## config.mk

```make
export PLATFORM = sky130hd
export DESIGN_NAME = mem_port_master
export DESIGN_NICKNAME = d
export VERILOG_FILES = /design/src/rtl/mem_port_master.sv
export SDC_FILE = /design/constraint.sdc
export NUM_CORES = 1
export LEC_CHECK = 0
export ABC_AREA = 1
export CORE_MARGIN = 8
export CORE_UTILIZATION = 42
export CTS_CLUSTER_DIAMETER = 200
export CTS_CLUSTER_SIZE = 30
export DETAILED_ROUTE_END_ITERATION = 10
export PLACE_DENSITY = 0.78
export SLEW_MARGIN = 20
export SYNTH_ARGS = -nofsm -noshare
export SYNTH_HDL_FRONTEND = slang
export SYNTH_SLANG_ARGS = --single-unit
```

## constraint.sdc

```tcl
create_clock -name clk_i -period 1.9 [get_ports clk_i]
set_input_delay 0.475 -clock clk_i [delete_from_list [all_inputs] [get_ports clk_i]]
set_output_delay 0.475 -clock clk_i [all_outputs]
set_load 0.02 [all_outputs]
```

## src/rtl/mem_port_master.sv

```systemverilog
// mem_port_master: single-outstanding request master for one memory port.
// Converts a valid/ready request into en/wen/addr/data memory signalling,
// waits out the registered busy flag (with an optional timeout on reads) and
// returns read data or an error through a valid/ready response channel.
// All memory-side and response-side outputs come straight from flops.
module mem_port_master #(
    parameter logic [31:0] BASE_ADDR   = 32'h0000_0000,
    parameter logic [31:0] MEMSIZE     = 32'h0001_0000,
    parameter int unsigned TIMEOUT_MAX = 8
) (
    input  logic        clk_i,
    input  logic        rst_n_i,
    input  logic        req_valid_i,
    output logic        req_ready_o,
    input  logic        req_we_i,
    input  logic [31:0] req_addr_i,
    input  logic [31:0] req_wdata_i,
    output logic        rsp_valid_o,
    input  logic        rsp_ready_i,
    output logic [31:0] rsp_rdata_o,
    output logic        rsp_err_o,
    output logic        mem_en_o,
    output logic        mem_wen_o,
    output logic [31:0] mem_addr_o,
    output logic [31:0] mem_data_o,
    input  logic        mem_busy_i,
    input  logic [31:0] mem_data_i
);

    localparam int unsigned WAIT_W = (TIMEOUT_MAX > 0) ? $clog2(TIMEOUT_MAX + 1) : 1;
    // Counter value seen on the busy cycle that makes TIMEOUT_MAX in a row.
    localparam logic [WAIT_W-1:0] WAIT_LAST =
        WAIT_W'((TIMEOUT_MAX == 0) ? 0 : TIMEOUT_MAX - 1);

    typedef enum logic [2:0] {
        S_IDLE,
        S_WRITE,
        S_RADDR,
        S_RWAIT,
        S_RESP
    } state_t;

    state_t             state_q, state_d;
    logic [WAIT_W-1:0]  wait_q, wait_d;
    logic               en_q, en_d;
    logic               wen_q, wen_d;
    logic [31:0]        addr_q, addr_d;
    logic [31:0]        data_q, data_d;
    logic               rsp_valid_q, rsp_valid_d;
    logic               rsp_err_q, rsp_err_d;
    logic [31:0]        rsp_rdata_q, rsp_rdata_d;

    logic [32:0]        addr_ext;
    logic [32:0]        range_lo;
    logic [32:0]        range_hi;
    logic               addr_bad;
    logic               timeout_hit;

    // Range check is done in 33 bits so BASE_ADDR+MEMSIZE cannot wrap.
    assign addr_ext = {1'b0, req_addr_i};
    assign range_lo = {1'b0, BASE_ADDR};
    assign range_hi = {1'b0, BASE_ADDR} + {1'b0, MEMSIZE};
    assign addr_bad = (req_addr_i[1:0] != 2'b00) || (addr_ext < range_lo) ||
                      (addr_ext >= range_hi);

    assign timeout_hit = (TIMEOUT_MAX != 0) && (wait_q == WAIT_LAST);

    assign req_ready_o = (state_q == S_IDLE);
    assign rsp_valid_o = rsp_valid_q;
    assign rsp_err_o   = rsp_err_q;
    assign rsp_rdata_o = rsp_rdata_q;
    assign mem_en_o    = en_q;
    assign mem_wen_o   = wen_q;
    assign mem_addr_o  = addr_q;
    assign mem_data_o  = data_q;

    // State, wait counter and all registered outputs.
    always_ff @(posedge clk_i or negedge rst_n_i) begin
        if (!rst_n_i) begin
            state_q     <= S_IDLE;
            wait_q      <= '0;
            en_q        <= 1'b0;
            wen_q       <= 1'b0;
            addr_q      <= '0;
            data_q      <= '0;
            rsp_valid_q <= 1'b0;
            rsp_err_q   <= 1'b0;
            rsp_rdata_q <= '0;
        end else begin
            state_q     <= state_d;
            wait_q      <= wait_d;
            en_q        <= en_d;
            wen_q       <= wen_d;
            addr_q      <= addr_d;
            data_q      <= data_d;
            rsp_valid_q <= rsp_valid_d;
            rsp_err_q   <= rsp_err_d;
            rsp_rdata_q <= rsp_rdata_d;
        end
    end

    // Next state and next values of the registered outputs. The memory-side
    // signals are computed one state ahead so they are valid from the first
    // cycle of WRITE/RADDR and drop on entry to RESP.
    always_comb begin
        state_d     = state_q;
        wait_d      = wait_q;
        en_d        = en_q;
        wen_d       = wen_q;
        addr_d      = addr_q;
        data_d      = data_q;
        rsp_valid_d = rsp_valid_q;
        rsp_err_d   = rsp_err_q;
        rsp_rdata_d = rsp_rdata_q;

        case (state_q)
            S_IDLE: begin
                if (req_valid_i) begin
                    if (addr_bad) begin
                        state_d     = S_RESP;
                        rsp_valid_d = 1'b1;
                        rsp_err_d   = 1'b1;
                        rsp_rdata_d = '0;
                    end else begin
                        // Memory sees the byte offset from BASE_ADDR.
                        addr_d = req_addr_i - BASE_ADDR;
                        en_d   = 1'b1;
                        if (req_we_i) begin
                            wen_d   = 1'b1;
                            data_d  = req_wdata_i;
                            state_d = S_WRITE;
                        end else begin
                            wen_d   = 1'b0;
                            state_d = S_RADDR;
                        end
                    end
                end
            end
            S_WRITE: begin
                en_d        = 1'b0;
                wen_d       = 1'b0;
                state_d     = S_RESP;
                rsp_valid_d = 1'b1;
                rsp_err_d   = 1'b0;
                rsp_rdata_d = '0;
            end
            S_RADDR: begin
                wait_d  = '0;
                state_d = S_RWAIT;
            end
            S_RWAIT: begin
                if (!mem_busy_i) begin
                    en_d        = 1'b0;
                    state_d     = S_RESP;
                    rsp_valid_d = 1'b1;
                    rsp_err_d   = 1'b0;
                    rsp_rdata_d = mem_data_i;
                end else if (timeout_hit) begin
                    en_d        = 1'b0;
                    state_d     = S_RESP;
                    rsp_valid_d = 1'b1;
                    rsp_err_d   = 1'b1;
                    rsp_rdata_d = '0;
                end else if (wait_q != '1) begin
                    wait_d = wait_q + 1'b1;
                end
            end
            S_RESP: begin
                if (rsp_ready_i) begin
                    rsp_valid_d = 1'b0;
                    state_d     = S_IDLE;
                end
            end
            default: begin
                state_d = S_IDLE;
                en_d    = 1'b0;
                wen_d   = 1'b0;
            end
        endcase
    end

endmodule
```

==> key figures <==
Detailed routing
  – Routed length per placed instance: between 15 and 20 um
  – Routed vias/inst: approximately 4.7
  – Initial DRC Count: about 210
  – DRT Wirelength: approximately 13000 um
  – Post-route ant nets: 0
  – TritonRoute pass-1 iters: 4
  – Vias: around 4100
  – DRC: 0

Logic synthesis
  – Synth Register Bits: roughly 110
  – Yosys Warn Count: 0
  – Post-Syn Nets: 613
  – Netlist Area Pre-Place: about 0.0046 mm2
  – Post-synthesis cell type count: 28
  – Syn Inst Count: between 500 and 600
  – Sequential area share after synthesis: around 58%
  – Syn avg cell area: between 9 and 10 um2

Clock network
  – Post-CTS setup buffers: 0
  – Clk pin slew, worst setup/hold paths: roughly 0.11 ns
  – TritonCTS clock tree: done
  – Clk root buf: clkbuf_8
  – Number of CTS-inserted buffers: 9
  – Clock latency on the worst-skew pair: 0.37 ns
  – CTS Buffer Depth: 2
  – Post-cts hold buffer count: 0
  – TritonCTS Sinks: ~110
  – CTS HTree Levels: 3
  – # resized after CTS: 13

STA
  – Fmax: 0.538 GHz
  – Setup violations, final: 0
  – Slew at the pin closest to its max-slew limit: about 0.58 ns
  – Final hold slack: 0.144 ns
  – Clk_skew: 0.0130 ns
  – Min cycle time layout: 1.86 ns
  – Final period util: 97.9%
  – RSZ-0062 raised after global routing: false
  – Final Max Slew Viols: 0
  – Worst slew margin: 61.6%
  – Final Hold Fails: 0

Layout
  – Final non-filler cell total: about 870
  – Antenna diodes: 0
  – Nets: 826
  – Commonest non-fill, non-tap cell in the layout: nand2_1
  – Most frequent cells in the layout: 194 x nand2_1, 170 x clkdlybuf4s50_1, 107 x dfrtp_1
  – Utilization after layout: between 60% and 70%
  – Fillers: ~870
  – Area grow syn2layout: 55.6%
  – Layout cell share with drive strength beyond 1: 13.5%

Worst setup path
  – CP arrival: between 1 and 1.5 ns
  – CP peak stage delay: 0.62 ns
  – Crit path max-delay family: buffers and inverters
  – Critical R2R Capture: rsp_rdata_o[2]
  – RR Startpoint: state_q[2]
  – Crit path capture type: output pin
  – Worst R2R Setup Slack: between 0.2 and 0.25 ns
  – Worst-path fanout max: 2
  – Crit path max-delay cell type: clkdlybuf4s50_1
  – Buf/Inv on CP: 1
  – Crit path kind: reg2out
  – Startpoint Class: register
  – Reg2reg path depth: 11
  – Worst Path Required: 1.42 ns
  – Critical path cell sequence: clkdlybuf4s50_1

Placement
  – Post-placement cell count: around 850
  – I/O Buffers: 202
  – Gpl congestion: between 0.8 and 0.9
  – Hpwl dp: about 10000 um

Global routing
  – Largest net degree at the start of global routing: ~110
  – All-Layer GR Usage: 18.0%
  – Met3 Track Usage GR: 7.51%
  – Met1 Use GR: roughly 21%
  – Grt total ovfl: 0
  – GR peak layer: met2
  – Initial antenna violation count: 0
  – Number of global-route vias before repair: approximately 4200
  – First-pass GRT wire length: about 21000 um
  – GR Layer Usage met2: approximately 30%

Floorplan
  – # rows: 38
  – Die X: ~120 um
  – Height of the die: ~120 um
  – Die area: roughly 0.015 mm2
  – Initial Util: a little over two fifths
  – Core ar.: approximately 0.011 mm2
  – IO Pins: about 200

Power and ir drop
  – Ratio of total power to cell area: ~700 mW/mm2
  – Leak: roughly 4.1 nW
  – Peak supply drop: around 0.47 mV

Min path
  – Worst min-delay path class: in2async

Run status
  – Status: completed

Job
  – Max Cap Viol: 0
per-stage QoR:
stage	setup TNS [ns]	total power, mW	cell area (um2)	setup slack, ns
after floorplan	0	3.08	4610	0.374
after CTS	0	5.09	7120	0.000707
after detailed placement	-11.48	3.62	6930	-0.174
final	0	5.03	7180	0.0406
after global routing	0	5.27	7180	0.000229
after global placement	-7.11	3.60	6930	-0.115
layer usage:
layer	wire length [um]	vias to the layer above	part of all wire (%)
met5	0	-	0
met4	178	0	1.3
met3	1270	14	9.5
met2	6500	150	49
met1	5370	1945	40
li1	-	1974	-
cell type report:
cell class / count / area [um2] / area share (%)
clock buffers: 9 / 124 / 1.73
multi-input cells: 340 / 1650 / 23.0
clock inverters: 7 / 85.1 / 1.19
repair buffers: 222 / 2310 / 32.2
flip-flops and latches: 107 / 2680 / 37.3
inverters: 43 / 161 / 2.25
well taps: 140 / 175 / 2.44
how the worst max path moves through the flow:
stage               startpoint               to  slack [ns]  cells past startpoint
2_1_floorplan   req_addr_i[26]   mem_data_o[10]        0.37                      7
4_1_cts        rsp_rdata_o[24]  rsp_rdata_o[24]      0.0007                      1
3_3_place_gp    req_addr_i[18]  rsp_rdata_o[26]       -0.11                     11
5_1_grt          mem_addr_o[7]    mem_addr_o[7]      0.0002                      1
3_5_place_dp     req_addr_i[1]   rsp_rdata_o[2]       -0.17                     11
6_report        mem_addr_o[10]   mem_addr_o[10]        0.04                      1
sequential cells by signal, summed over array words and instances (netlist names):
signal	cells
mem_addr_o	32
mem_data_o	32
rsp_rdata_o	32
wait_q	4
state_q	3
mem_en_o	1
mem_wen_o	1
rsp_err_o	1
rsp_valid_o	1
cell families after synthesis:
kind of cell / synth area share (%)
simple gates: 34.7
flops: 58.0
buf+inv: 6.37
compound gates: 0.596
fa+ha+maj: 0.271
where the power goes:
group | switching [mW] | total, mW | leakage [nW] | internal (mW)
Combinational | 0.635 | 1.20 | 2.62 | 0.563
Sequential | 0.0406 | 2.37 | 1.39 | 2.33
Clock | 0.834 | 1.47 | 0.0995 | 0.633
Total | 1.51 | 5.03 | 4.11 | 3.52
cell usage after synthesis, drive strengths merged:
cell type | n | area share, %
nand3b | 1 | 0.16
nand3 | 42 | 4.8
a21oi | 1 | 0.11
or2 | 1 | 0.14
o21bai | 1 | 0.16
dfrtp | 107 | 58
nor3 | 2 | 0.33
ha | 1 | 0.27
nor2 | 44 | 4.1
nand4 | 6 | 0.95
clkbuf | 8 | 0.68
o21ai | 3 | 0.33
nand2 | 238 | 24
inv | 43 | 3.5
buf | 12 | 2.2
Power figures use the tool's default switching activity.
